$ cat config.mk
export PLATFORM = sky130hd
export DESIGN_NAME = hazard_unit
export DESIGN_NICKNAME = d
export VERILOG_FILES = /design/src/rtl/hazard_unit.sv
export SDC_FILE = /design/constraint.sdc
export NUM_CORES = 1
export LEC_CHECK = 0
export ABC_AREA = 1
export BUFFER_PORTS_ARGS = -buffer_cell sky130_fd_sc_hd__buf_4
export CAP_MARGIN = 20
export CORE_MARGIN = 3
export CORE_UTILIZATION = 40
export CTS_CLUSTER_DIAMETER = 150
export DETAILED_ROUTE_END_ITERATION = 6
export PLACE_DENSITY = 0.68
export SYNTH_ARGS = -nofsm -noshare
export SYNTH_HDL_FRONTEND = slang
export SYNTH_SLANG_ARGS = --single-unit
$ cat constraint.sdc
create_clock -name CLK -period 4.63 [get_ports CLK]
set_input_delay 0 -clock CLK [delete_from_list [all_inputs] [get_ports CLK]]
set_output_delay 0 -clock CLK [all_outputs]
set_load 0.01 [all_outputs]
$ cat src/rtl/hazard_unit.sv
// hazard_unit: pipeline stall/flush sequencer.
// Resolves load-use bubbles, data-memory wait stalls, EX-stage redirects and
// halt into per-register advance/flush controls plus the PC load enable.
// State, halt and the stall-cycle counter are registered; the control outputs
// are combinational from the current state and inputs so that the pipeline
// reacts in the same cycle as the hazard is seen.
module hazard_unit #(
  parameter int CNT_W = 16
) (
  input  logic             CLK,
  input  logic             RST,
  input  logic             hu_override_ex,
  input  logic             hu_override_mem,
  input  logic             hu_override_wb,
  input  logic [5:0]       opcode_ex,
  input  logic             wen_ex,
  input  logic [4:0]       wsel_ex,
  input  logic [4:0]       id_rsel1,
  input  logic [4:0]       id_rsel2,
  input  logic             dmemREN_mem,
  input  logic             dmemWEN_mem,
  input  logic             dhit,
  input  logic             ihit,
  input  logic             branch_taken_ex,
  input  logic             jump_ex,
  input  logic             halt_wb,
  output logic             pc_en,
  output logic             ifid_en,
  output logic             idex_en,
  output logic             exmem_en,
  output logic             memwb_en,
  output logic             ifid_flush,
  output logic             idex_flush,
  output logic             exmem_flush,
  output logic             memwb_flush,
  output logic             halt,
  output logic [CNT_W-1:0] stall_cnt
);

  localparam logic [1:0] ST_RUN       = 2'd0;
  localparam logic [1:0] ST_LU_STALL  = 2'd1;
  localparam logic [1:0] ST_DMEM_WAIT = 2'd2;
  localparam logic [1:0] ST_HALTED    = 2'd3;

  localparam logic [5:0] OP_LW = 6'b100011;
  localparam logic [5:0] OP_LL = 6'b110000;

  localparam logic [CNT_W-1:0] CNT_MAX = {CNT_W{1'b1}};
  localparam logic [CNT_W-1:0] CNT_ONE = {{(CNT_W-1){1'b0}}, 1'b1};

  logic [1:0]       state_r;
  logic [1:0]       state_nxt_s;
  logic             halt_r;
  logic [CNT_W-1:0] stall_cnt_r;
  logic             mem_wait_s;
  logic             redirect_s;
  logic             load_use_s;
  logic             unused_s;

  // A load in EX whose destination is read by the ID instruction, unless the
  // forwarding unit has already taken care of the dependency.
  function automatic logic load_use_hit(
    input logic [5:0] op,
    input logic       wen,
    input logic [4:0] wsel,
    input logic [4:0] rs1,
    input logic [4:0] rs2,
    input logic       fwd_override
  );
    logic is_load;
    is_load = (op == OP_LW) || (op == OP_LL);
    return is_load && wen && (wsel != 5'd0) &&
           ((wsel == rs1) || (wsel == rs2)) && !fwd_override;
  endfunction

  // The MEM/WB override requests are reserved and intentionally ignored.
  assign unused_s = hu_override_mem ^ hu_override_wb;

  assign mem_wait_s = (dmemREN_mem | dmemWEN_mem) & ~dhit;
  assign redirect_s = branch_taken_ex | jump_ex;
  assign load_use_s = load_use_hit(opcode_ex, wen_ex, wsel_ex, id_rsel1,
                                   id_rsel2, hu_override_ex);

  assign halt      = halt_r & ~RST;
  assign stall_cnt = stall_cnt_r;

  // Prioritised hazard resolution: reset, halt, memory wait, redirect,
  // load-use (RUN only), ifetch miss, then normal advance.
  always_comb begin
    pc_en       = 1'b1;
    ifid_en     = 1'b1;
    idex_en     = 1'b1;
    exmem_en    = 1'b1;
    memwb_en    = 1'b1;
    ifid_flush  = 1'b0;
    idex_flush  = 1'b0;
    exmem_flush = 1'b0;
    memwb_flush = 1'b0;
    state_nxt_s = ST_RUN;
    if (RST) begin
      pc_en       = 1'b0;
      ifid_en     = 1'b0;
      idex_en     = 1'b0;
      exmem_en    = 1'b0;
      memwb_en    = 1'b0;
      ifid_flush  = 1'b1;
      idex_flush  = 1'b1;
      exmem_flush = 1'b1;
      memwb_flush = 1'b1;
      state_nxt_s = ST_RUN;
    end else if ((state_r == ST_HALTED) || halt_wb) begin
      // Freeze the whole pipeline without inserting bubbles.
      pc_en       = 1'b0;
      ifid_en     = 1'b0;
      idex_en     = 1'b0;
      exmem_en    = 1'b0;
      memwb_en    = 1'b0;
      state_nxt_s = ST_HALTED;
    end else if (mem_wait_s) begin
      // Hold everything up to EX/MEM; WB retires a bubble meanwhile. A
      // redirect in EX is held too and gets re-presented next cycle.
      pc_en       = 1'b0;
      ifid_en     = 1'b0;
      idex_en     = 1'b0;
      exmem_en    = 1'b0;
      memwb_flush = 1'b1;
      state_nxt_s = ST_DMEM_WAIT;
    end else if (redirect_s) begin
      // Wrong-path IF and ID instructions are squashed; PC takes the target
      // even while the fetch is still outstanding.
      ifid_flush  = 1'b1;
      idex_flush  = 1'b1;
      state_nxt_s = ST_RUN;
    end else if ((state_r == ST_RUN) && load_use_s) begin
      // One bubble into EX; the dependent instruction waits in ID.
      pc_en       = 1'b0;
      ifid_en     = 1'b0;
      idex_flush  = 1'b1;
      state_nxt_s = ST_LU_STALL;
    end else if (!ihit) begin
      pc_en       = 1'b0;
      ifid_flush  = 1'b1;
      state_nxt_s = ST_RUN;
    end else begin
      state_nxt_s = ST_RUN;
    end
  end

  // State, sticky halt and saturating stall-cycle counter.
  always_ff @(posedge CLK) begin
    if (RST) begin
      state_r     <= ST_RUN;
      halt_r      <= 1'b0;
      stall_cnt_r <= {CNT_W{1'b0}};
    end else begin
      state_r <= state_nxt_s;
      halt_r  <= (state_nxt_s == ST_HALTED);
      if (!pc_en && (state_r != ST_HALTED) && (stall_cnt_r != CNT_MAX)) begin
        stall_cnt_r <= stall_cnt_r + CNT_ONE;
      end else begin
        stall_cnt_r <= stall_cnt_r;
      end
    end
  end

endmodule

==> results by group, run 1 <==
Yosys
  – Synthesized area per cell: 6.88 um2
  – Top cell type's share of synthesized area: 0.250
  – Synth Area in XOR/XNOR: 0.0922
  – Simple-Gate Fraction of Synth Area: 0.435
  – Post-synthesis sequential area ratio: 0.250
  – Synthesized net count: 256
  – Area contributors post-synth: dfxtp_1 (25%), nand2_1 (13%), nor2_1 (6.9%), nand3_1 (6.3%), inv_1 (5.9%)
  – YS warnings: 0
  – Most area-hungry cell type in the Yosys netlist: dfxtp_1
  – Mux share of post-synthesis cell area: 0
  – Largest family of logic cells by synthesized area: simple AND/OR/NAND/NOR gates
  – Synthesized flop and latch total: 19
  – Adder-Cell Fraction of Synth Area: 0.00823
  – Cell Area, Synth: 1520 um2
  – Post-Syn Instances: 221
  – Netlist cell types: 28
  – Compound-Gate Fraction of Synth Area: 0.0881

STA
  – Final worst path period share: 0.409
  – Setup TNS: 0 ns
  – Setup Skew: 0.00266 ns
  – Tightest Pin Transition: 0.512 ns
  – Rel. slew slack: 0.658
  – Hold violation total from the final report: 0
  – Unrepaired setup endpoints after global routing: false
  – Final min period: 1.89 ns
  – WHS: 0.0196 ns
  – Max Slew Vio Count: 0
  – Final setup violation count: 0
  – Max Fclk: 0.528 GHz

Setup path
  – Worst EP arrival: 2.05 ns
  – R2r endpoint: stall_cnt[0]
  – Buf/Inv on CP: 1
  – Crit path launch type: flop
  – Delay-heaviest family, CP: simple AND/OR/NAND/NOR gates
  – CP max stage cell: dfxtp_1
  – Critical path capture point type: flop
  – Worst path cell trace: ha_1 > nand2_2 > nor3b_4 > nand3b_4 > nor2_4 > nor2_4 > nand2_8 > inv_1 > nor2_1 > nor2_1
  – CP Class: reg2reg
  – Critical-path maximum fanout: 17
  – Worst Reg-to-Reg Cells: 10
  – Critical Path Source: stall_cnt[0]
  – Crit path largest cell delay: 0.40 ns
  – Reg2reg start: stall_cnt[0]
  – R2r setup slk: 2.74 ns
  – Worst path required time: 4.78 ns

Route
  – DR WL/cell: 10.3 um
  – DR vias/cell: 4.59
  – Post-route ant nets: 0
  – Iteration-0 DRC Markers: 79
  – Routed WL: 3.31 mm
  – Drt pass-1 iters: 4
  – DR DRC count: 0
  – Via count: 1474

Clock network
  – CTS tree: yes
  – Clk sinks: 19
  – Post-CTS Hold Fix Bufs: 0
  – Num CTS Buffers: 3
  – Clk Latency, worst-skew pair: 0.25 ns
  – CTS H-tree depth: 1
  – Root buffer cell: clkbuf_8
  – CTS clk-pin slew, worst paths: 0.07 ns
  – Setup Fix Bufs, Post-CTS: 0
  – Max Buffers Root-to-Sink: 2
  – Post-CTS sizing: 0

Layout
  – Area Overhead vs Synth: 29.7%
  – Share of post-route cells with drive strength above 1: 0.367
  – Fin cells: 321
  – Fin nets: 311
  – Antenna Cells: 0

Worst hold path
  – Hold Path Cell Cnt: 3
  – Worst hold path endpoint: halt_r
  – Worst Hold Class: in2reg
  – Worst hold start: halt_wb

Die
  – Core area: 3490 um2
  – Row count: 21
  – Die area: 4580 um2
  – Chip Width: 67.7 um
  – Initial Util: 0.435
  – Chip height: 67.7 um
  – Total I/O pin count: 60

Global route
  – First-pass GRT wire length: 5.60 mm
  – Initial antenna violation count: 0
  – Vias in the first global route: 1335
  – Largest net degree at the start of global routing: 22
  – GR Overflow Total: 0
  – Total GRT Usage: 0.156

Power
  – Part of the power in registers: 0.460
  – Lkg Pwr: 1.01 nW
  – Logic pwr share: 0.231
  – Peak supply drop: 0.0000879 V
  – Clock group share of total power: 0.309
  – Power Density: 190 nW/um2
  – Net switching power: 0.104 mW
  – Int Pwr: 0.270 mW
  – Sw Share: 0.278

Place
  – DP Cell Count: 317
  – DP HPWL: 2.60 mm
  – RePlAce Congestion: 0.747
  – Port bufs: 57

Job
  – Number of max-cap violations: 0

Run status
  – Status: finished clean
[logic make-up after synthesis]
kind of cell    count (synthesis)
compound gates                 19
fa+ha+maj                       1
buf+inv                        37
xor+xnor                       16
flops                          19
simple gates                  129
[registers in the layout (all words and copies together) (netlist names)]
name       cells
halt_r         1
state_r        2
stall_cnt     16
[power by group through the flow]
stage | Sequential [mW] | Combinational (mW) | Clock [mW]
final | 0.172 | 0.0866 | 0.115
after floorplan | 0.177 | 0.0498 | 0
after detailed placement | 0.176 | 0.0874 | 0
after global routing | 0.173 | 0.0978 | 0.127
after global placement | 0.176 | 0.0870 | 0
after CTS | 0.172 | 0.0878 | 0.120
[metal layers]
metal  vias to the layer above  global-route usage  share of wire
li1                        792                   -              -
met4                         0              0.0380         0.0076
met2                        49               0.266           0.45
met1                       631               0.202           0.47
met3                         2              0.0266          0.074
met5                         -                   0              0
[placed cells by master, fill, tap and decap left out, types with 3 or more instances in the layout]
master	Yosys	final
inv_1	24	24
xor2_1	8	8
nor2_1	28	28
xnor2_1	8	8
clkbuf_8	0	3
dfxtp_1	19	19
a21oi_2	10	10
nand2_2	11	11
a21oi_1	6	6
buf_4	2	57
inv_2	6	6
nand3_2	3	3
nand3_1	19	19
nand2_1	52	52
nor2_2	3	3
[cell usage after synthesis]
master	count
a21oi_1	6
o21ai_0	2
xor2_1	8
nand3_1	19
nand2_8	1
nand3b_4	1
inv_2	6
nor3_1	2
nand3_2	3
nand2_2	11
a21oi_2	10
nand3_4	1
nor3b_4	1
nor2_4	2
buf_4	2
nand3b_1	2
buf_12	1
inv_1	24
a31oi_1	1
buf_6	4
nand4_1	2
dfxtp_1	19
nor2_2	3
nand2_1	52
nor2_1	28
xnor2_1	8
and3_4	1
ha_1	1
[worst register-to-register path, cell delays in order (launching register included)]
cell	delay, ns
dfxtp_1	0.40
ha_1	0.22
nand2_2	0.09
nor3b_4	0.35
nand3b_4	0.14
nor2_4	0.12
nor2_4	0.11
nand2_8	0.17
inv_1	0.07
nor2_1	0.10
nor2_1	0.04
[metrics by stage]
| step | power [mW] | setup slack, ns | cell area, um2 | util |
|---|---|---|---|---|
| after floorplan | 0.227 | 2.89 | 1520 | - |
| after global placement | 0.263 | 2.75 | 1930 | 0.551 |
| after detailed placement | 0.263 | 2.73 | 1930 | 0.551 |
| after CTS | 0.380 | 2.73 | 1970 | 0.564 |
| after global routing | 0.398 | 2.53 | 1970 | 0.564 |
| final | 0.374 | 2.74 | 1970 | 0.564 |
[cell type report]
class | instances | area, um2
multi-input combinational | 165 | 947
fill | 364 | 1520
sequential | 19 | 380
clock buffer | 3 | 41.3
inverter | 30 | 113
tap | 46 | 57.6
timing repair buffer | 57 | 428
clock inverter | 1 | 5.00
[how the worst max path moves through the flow]
stage	end	slack, ns	cells past startpoint
floorplan	stall_cnt[12]	2.89	10
global placement	stall_cnt[1]	2.75	10
detailed placement	stall_cnt[0]	2.73	10
CTS	stall_cnt[0]	2.73	10
global route	stall_cnt[1]	2.53	10
finish	stall_cnt[0]	2.74	10
Note: power is estimated with default switching activity, not from simulation.
==> inputs of run 2 (changes only) <==
--- a/config.mk
+++ b/config.mk
@@ -5,14 +5,14 @@
 export SDC_FILE = /design/constraint.sdc
 export NUM_CORES = 1
 export LEC_CHECK = 0
-export ABC_AREA = 1
+export ABC_AREA = 0
 export BUFFER_PORTS_ARGS = -buffer_cell sky130_fd_sc_hd__buf_4
 export CAP_MARGIN = 20
 export CORE_MARGIN = 3
 export CORE_UTILIZATION = 40
 export CTS_CLUSTER_DIAMETER = 150
 export DETAILED_ROUTE_END_ITERATION = 6
-export PLACE_DENSITY = 0.68
+export PLACE_DENSITY = 0.71
 export SYNTH_ARGS = -nofsm -noshare
 export SYNTH_HDL_FRONTEND = slang
 export SYNTH_SLANG_ARGS = --single-unit
==> constraint.sdc (replaced) <==
create_clock -name CLK -period 1.75 [get_ports CLK]
set_input_delay 0 -clock CLK [delete_from_list [all_inputs] [get_ports CLK]]
set_output_delay 0 -clock CLK [all_outputs]
set_load 0.01 [all_outputs]
==> results by group, run 2 <==
Run status
  – Failing checks: negative setup slack
  – Status: finished, violations left

Place
  – Port bufs: 57 (unchanged)
  – DP HPWL: 2.75 mm (+6.1%)
  – RePlAce Congestion: 0.821 (+9.9%)
  – DP Area: 1860 um2 (-3.2%)
  – Pre-CTS setup slack: -0.219 ns (-2.95 ns)

Die
  – Chip Width: 61.0 um (-9.9%)
  – Total I/O pin count: 60 (unchanged)
  – Core area: 2830 um2 (-19%)
  – Die area: 3720 um2 (-19%)
  – Chip height: 61.0 um (-9.9%)
  – Row count: 19 (-9.5%)
  – Initial Util: 0.427 (-0.00777)

Yosys
  – Most area-hungry cell type in the Yosys netlist: dfxtp_1
  – Post-synth top cells: dfxtp_1 (19), a21oi_1 (14), nor2_1 (14)
  – Post-synth EDFFs: 0 (unchanged)
  – Post-synth ARST share: 0 (unchanged)
  – Post-synthesis sequential area ratio: 0.315 (+0.0645)
  – Post-Syn Instances: 154 (-30%)
  – Cell Area, Synth: 1210 um2 (-20%)
  – Synthesized net count: 189 (-26%)
  – Netlist cell types: 37 (+32%)
  – YS warnings: 0 (unchanged)
  – Primary FF master, synth: dfxtp_1
  – Most common cell in the netlist: dfxtp_1
  – Synthesized area per cell: 7.85 um2 (+14%)
  – Synthesized flop and latch total: 19 (unchanged)
  – Top cell type's share of synthesized area: 0.315 (+0.0645)
  – Area contributors post-synth: dfxtp_1 (31%), xnor2_1 (7.2%), a21oi_1 (5.8%), mux2_1 (4.7%), nor2_1 (4.3%)

Worst hold path
  – Worst hold path endpoint: state_r[0]
  – Worst Hold Class: in2reg
  – Worst hold start: dmemREN_mem
  – Hold Path Cell Cnt: 4 (+1)

Clock network
  – Num CTS Buffers: 3 (unchanged)
  – Max Buffers Root-to-Sink: 2 (unchanged)
  – Root buffer cell: clkbuf_4
  – CTS clk-pin slew, worst paths: 0.11 ns (+0.04 ns)
  – CTS tree: yes
  – Clk Latency, worst-skew pair: 0.30 ns (+0.05 ns)
  – CTS H-tree depth: 1 (unchanged)
  – Clk sinks: 19 (unchanged)

Route
  – DR DRC count: 0 (unchanged)
  – Routed WL: 3.96 mm (+20%)
  – DR WL/cell: 14.7 um (+42%)
  – Via count: 1520 (+3.1%)
  – DR vias/cell: 5.63 (+23%)
  – Post-route ant nets: 0 (unchanged)
  – Drt pass-1 iters: 5 (+1)
  – Iteration-0 DRC Markers: 55 (-30%)

Layout
  – Fill cell count: 224 (-38%)
  – Area Overhead vs Synth: 67.4%
  – Most frequent cells in the layout: buf_4 (84), dfxtp_1 (17), nor2_1 (13), nand2_1 (11), a21oi_1 (11)
  – Fin nets: 275 (-12%)
  – Max reg flops: 16 (unchanged)
  – Antenna Cells: 0 (unchanged)
  – Design area: 2020 um2 (+2.6%)
  – Layout Utilization: 0.715 (+0.151)
  – Commonest non-fill, non-tap cell in the layout: buf_4
  – Share of post-route cells with drive strength above 1: 0.485 (+0.118)

Global route
  – Vias in the first global route: 1421 (+6.4%)
  – Total GRT Usage: 0.214 (+0.0582)
  – Initial antenna violation count: 0 (unchanged)
  – Largest net degree at the start of global routing: 31 (+41%)
  – First-pass GRT wire length: 6.11 mm (+9.1%)
  – GR Overflow Total: 0 (unchanged)

Setup path
  – Critical path capture point type: flop
  – Worst path required time: 1.99 ns (-2.79 ns)
  – Crit path launch type: flop
  – Reg2reg start: state_r[0]
  – Worst EP arrival: 2.14 ns (+0.09 ns)
  – R2r endpoint: stall_cnt[10]
  – R2r setup slk: -0.14 ns (-2.88 ns)
  – CP Class: reg2reg
  – Worst Reg-to-Reg Cells: 6 (-4)
  – Critical-path maximum fanout: 6 (-11)

STA
  – Unrepaired setup endpoints after global routing: true
  – Max Fclk: 0.528 GHz (about the same)
  – Final min period: 1.89 ns (+0.000950 ns)
  – Rel. slew slack: 0.711 (+0.0532)
  – Final setup violation count: 17 (+17)
  – Setup TNS: -1.70 ns (-1.70 ns)
  – Final worst path period share: 1.08 (+0.674)
  – Final setup margin: -0.144 ns (-2.88 ns)
  – Hold violation total from the final report: 0 (unchanged)
  – Max Slew Vio Count: 0 (unchanged)
  – Setup Skew: 0.00403 ns (+0.00138 ns)
  – Tightest Pin Transition: 0.434 ns (-0.0786 ns)

Power
  – Power Density: 471 nW/um2 (+150%)
  – Lkg Pwr: 0.879 nW (-13%)
  – Peak supply drop: 0.000558 V (+540%)

Job
  – Number of max-cap violations: 0 (unchanged)
## run 2: cell types whose count changed in the layout (fill, tap and decap cells not counted), sizes merged, moves of 8 or more
cell   previous run  this run
nor2             33        14
buf              57        86
nand2            64        11
xor2              8         0
inv              30         2
nand3            23        10
## run 2: per-stage QoR
stage               instances  power (mW)  hold WS [ns]
global route              270       0.999        0.0411
finish                    270       0.953        0.0302
floorplan                 154       0.576        0.0313
global placement          259       0.701         0.293
detailed placement        259       0.708         0.288
CTS                       270       0.946        0.0274
## run 2: layer usage
| layer | share of wire | vias up | wire [um] | GRT usage |
|---|---|---|---|---|
| li1 | - | 741 | - | - |
| met1 | 0.41 | 715 | 1620 | 0.265 |
| met2 | 0.53 | 58 | 2090 | 0.383 |
| met3 | 0.051 | 6 | 201 | 0.0447 |
| met4 | 0.011 | 0 | 44 | 0.0433 |
| met5 | 0 | - | 0 | 0 |
## run 2: worst max-delay path: stages (launching register included)
cell     delay, ns
dfxtp_2       0.34
nor4_2        0.19
and4b_1       0.25
and4b_2       0.29
a21oi_4       0.11
or4_4         0.54
a21oi_2       0.12
## run 2: cells by family after synthesis
| family | synth area share |
|---|---|
| xor gates and xnor gates | 0.0725 |
| DFF | 0.315 |
| AOI/OAI and AO/OA | 0.205 |
| and+or+nand+nor | 0.309 |
| muxes | 0.0466 |
| adders and majority gates | 0.0104 |
| buffers and inverters | 0.0424 |
## run 2: final cells by class
cell class	count	area, um2	area share
clock buffer	4	26.3	0.0130
inverter	2	7.51	0.00371
multi-input combinational	127	905	0.447
sequential	19	383	0.189
tap	31	38.8	0.0192
timing repair buffer	87	663	0.328
## run 2: repair_timing
action / in CTS / in global routing
setup endpoints to repair: 17 / 20
hold endpoints to repair: 1 / 0
pin swaps: 14 / 6
hold buffers: 1 / 0
cloned: 2 / 0
gates resized for setup: 7 / 14
buffers inserted: 4 / 0
## run 2: worst max-delay path by stage
stage                       from            end  slack [ns]  depth (start not counted)
global route          state_r[0]  stall_cnt[14]       -0.21                          7
global placement      state_r[0]   stall_cnt[4]       -0.12                          7
CTS                   state_r[0]   stall_cnt[7]       -0.15                          7
finish                state_r[0]  stall_cnt[10]       -0.14                          6
detailed placement    state_r[0]   stall_cnt[0]       -0.22                          7
floorplan           stall_cnt[0]   stall_cnt[6]       -0.03                          7
## run 2: power by group
part / internal, mW / total [mW] / switching, mW
clock: 0.0888 / 0.223 / 0.135
combinational: 0.151 / 0.275 / 0.123
sequential: 0.445 / 0.455 / 0.00991
==> inputs of run 3 (changes only) <==
--- a/config.mk
+++ b/config.mk
@@ -12,7 +12,7 @@
 export CORE_UTILIZATION = 40
 export CTS_CLUSTER_DIAMETER = 150
 export DETAILED_ROUTE_END_ITERATION = 6
-export PLACE_DENSITY = 0.71
+export PLACE_DENSITY = 0.77
 export SYNTH_ARGS = -nofsm -noshare
 export SYNTH_HDL_FRONTEND = slang
 export SYNTH_SLANG_ARGS = --single-unit
==> results by group, run 3 (synthesis results as in run 2) <==
STA
  – Final worst path period share: 1.09 (+0.00831)
  – Final min period: 1.91 ns (+0.0145 ns)
  – Unrepaired setup endpoints after global routing: true
  – Tightest Pin Transition: 0.422 ns (-0.0122 ns)
  – Final setup violation count: 17 (unchanged)
  – Hold violation total from the final report: 0 (unchanged)
  – Setup Skew: 0.00441 ns (+0.000375 ns)
  – Max Slew Vio Count: 0 (unchanged)
  – Final setup margin: -0.159 ns (-0.0145 ns)
  – WHS: 0.0375 ns (+0.00733 ns)
  – Rel. slew slack: 0.719 (+0.00815)
  – Max Fclk: 0.524 GHz (-0.76%)

Global route
  – Vias in the first global route: 1344 (-5.4%)
  – Total GRT Usage: 0.194 (-0.0204)
  – Largest net degree at the start of global routing: 31 (unchanged)
  – First-pass GRT wire length: 5.58 mm (-8.6%)
  – GR Overflow Total: 0 (unchanged)
  – Initial antenna violation count: 0 (unchanged)

Setup path
  – Reg2reg start: state_r[0]
  – Worst path cell trace: nor4_2 > and4b_1 > and4b_2 > a21oi_4 > buf_6 > or3_1 > a21oi_1
  – CP Class: reg2reg
  – Critical path capture point type: flop
  – Worst EP arrival: 2.13 ns (about the same)
  – CP max stage cell: dfxtp_2
  – Critical-path maximum fanout: 6 (unchanged)
  – R2r endpoint: stall_cnt[0]
  – Worst Reg-to-Reg Cells: 7 (+1)
  – R2r setup slk: -0.16 ns (about the same)
  – Delay-heaviest family, CP: simple AND/OR/NAND/NOR gates
  – Buf/Inv on CP: 1 (+1)
  – Crit path launch type: flop
  – Crit path largest cell delay: 0.34 ns (-0.20 ns)
  – Worst path required time: 1.97 ns (-0.02 ns)

Place
  – DP HPWL: 2.73 mm (-0.72%)
  – Pre-CTS setup slack: -0.206 ns (+0.0127 ns)
  – RePlAce Congestion: 0.772 (-6.0%)
  – DP Area: 1860 um2 (unchanged)
  – Port bufs: 57 (unchanged)

Power
  – Total power: 0.959 mW (+0.67%)
  – Peak supply drop: 0.000482 V (-14%)
  – Logic pwr share: 0.285 (-0.003)
  – Sw Share: 0.287 (+0.00564)
  – Power Density: 473 nW/um2 (+0.36%)
  – Clock group share of total power: 0.238 (+0.004)
  – Net switching power: 0.275 mW (+2.7%)
  – Int Pwr: 0.684 mW (-0.12%)
  – Part of the power in registers: 0.477 (about the same)
  – Lkg Pwr: 0.870 nW (-1.0%)

Die
  – Chip height: 61.0 um (unchanged)
  – Row count: 19 (unchanged)
  – Core area: 2830 um2 (unchanged)
  – Initial Util: 0.427 (unchanged)
  – Chip Width: 61.0 um (unchanged)
  – Total I/O pin count: 60 (unchanged)
  – Die area: 3720 um2 (unchanged)

Layout
  – Area Overhead vs Synth: 67.9%
  – Most frequent cells in the layout: buf_4 (82), dfxtp_1 (17), nor2_1 (12), a21oi_1 (12)
  – Design area: 2030 um2 (+0.31%)
  – Fin nets: 274 (-0.36%)
  – Commonest non-fill, non-tap cell in the layout: buf_4
  – Share of post-route cells with drive strength above 1: 0.475 (-0.0106)
  – Antenna Cells: 0 (unchanged)
  – Max reg flops: 16 (unchanged)

Clock network
  – Num CTS Buffers: 3 (unchanged)
  – CTS clk-pin slew, worst paths: 0.11 ns (about the same)
  – Clk sinks: 19 (unchanged)
  – Max Buffers Root-to-Sink: 2 (unchanged)
  – CTS H-tree depth: 1 (unchanged)
  – Clk Latency, worst-skew pair: 0.30 ns (about the same)
  – Root buffer cell: clkbuf_4
  – CTS tree: yes

Worst hold path
  – Worst hold start: dmemREN_mem
  – Worst Hold Class: in2reg
  – Worst hold path endpoint: state_r[0]
  – Hold Path Cell Cnt: 4 (unchanged)

Job
  – Number of max-cap violations: 0 (unchanged)

Route
  – DR DRC count: 0 (unchanged)
  – Routed WL: 3.79 mm (-4.2%)
  – DR WL/cell: 14.1 um (-3.9%)
  – Drt pass-1 iters: 5 (unchanged)
  – Post-route ant nets: 0 (unchanged)
  – Via count: 1476 (-2.9%)
  – DR vias/cell: 5.49 (-2.5%)
  – Iteration-0 DRC Markers: 29 (-47%)

Run status
  – Failing checks: negative setup slack
  – Status: finished, violations left
## run 3: changes by cell type in the layout (fill, tap and decap cells not counted), moves of 2 or more
cell	delta
buf_4	-2
nand2_1	-2
nand2_2	+2
o21ai_2	-2
## run 3: stage by stage
| stage | setup TNS [ns] | std cells | utilization |
|---|---|---|---|
| 2_1_floorplan | -0.0274 | 154 | - |
| 3_3_place_gp | -0.653 | 259 | 0.659 |
| 3_5_place_dp | -1.78 | 259 | 0.659 |
| 4_1_cts | -2.41 | 267 | 0.683 |
| 5_1_grt | -3.24 | 269 | 0.717 |
| 6_report | -1.81 | 269 | 0.717 |
## run 3: worst max path at each step
stage,from,slack (ns),cells after the start,endpoint
final,state_r[0],-0.16,7,stall_cnt[0]
after global routing,state_r[0],-0.23,7,stall_cnt[0]
after CTS,state_r[0],-0.18,6,stall_cnt[10]
after detailed placement,state_r[0],-0.21,6,stall_cnt[10]
after global placement,state_r[0],-0.11,6,stall_cnt[6]
after floorplan,stall_cnt[0],-0.03,7,stall_cnt[6]
## run 3: what timing repair did
item | in CTS | in global routing
resized for setup | 4 | 17
setup endpoints to repair | 18 | 20
endpoints found under the hold margin | 0 | 1
setup buffers | 2 | 1
cloned | 2 | 0
pin swaps | 7 | 10
hold buffers | 0 | 1
## run 3: worst register-to-register path: stages, from the launching register on
cell and delay (ns):
dfxtp_2 0.34, nor4_2 0.22, and4b_1 0.23, and4b_2 0.28
a21oi_4 0.11, buf_6 0.16, or3_1 0.34, a21oi_1 0.16
## run 3: power by group through the flow
stage	combinational (mW)	sequential, mW	clock (mW)
CTS	0.255	0.454	0.233
detailed placement	0.247	0.463	0
global placement	0.239	0.461	0
finish	0.273	0.457	0.228
floorplan	0.108	0.468	0
global route	0.294	0.459	0.251
## run 3: per-layer routing
metal,vias up,GRT usage,wire (um),share of wire
met2,42,0.350,2000,0.53
met1,691,0.235,1600,0.42
met5,-,0,0,0
met4,0,0.0372,4,0.0011
li1,741,-,-,-
met3,2,0.0447,184,0.049
## run 3: layout make-up
type	instances	area, um2
multi-input combinational	127	915
fill	206	800
timing repair buffer	86	659
sequential	19	383
tap	31	38.8
clock buffer	4	26.3
inverter	2	7.51
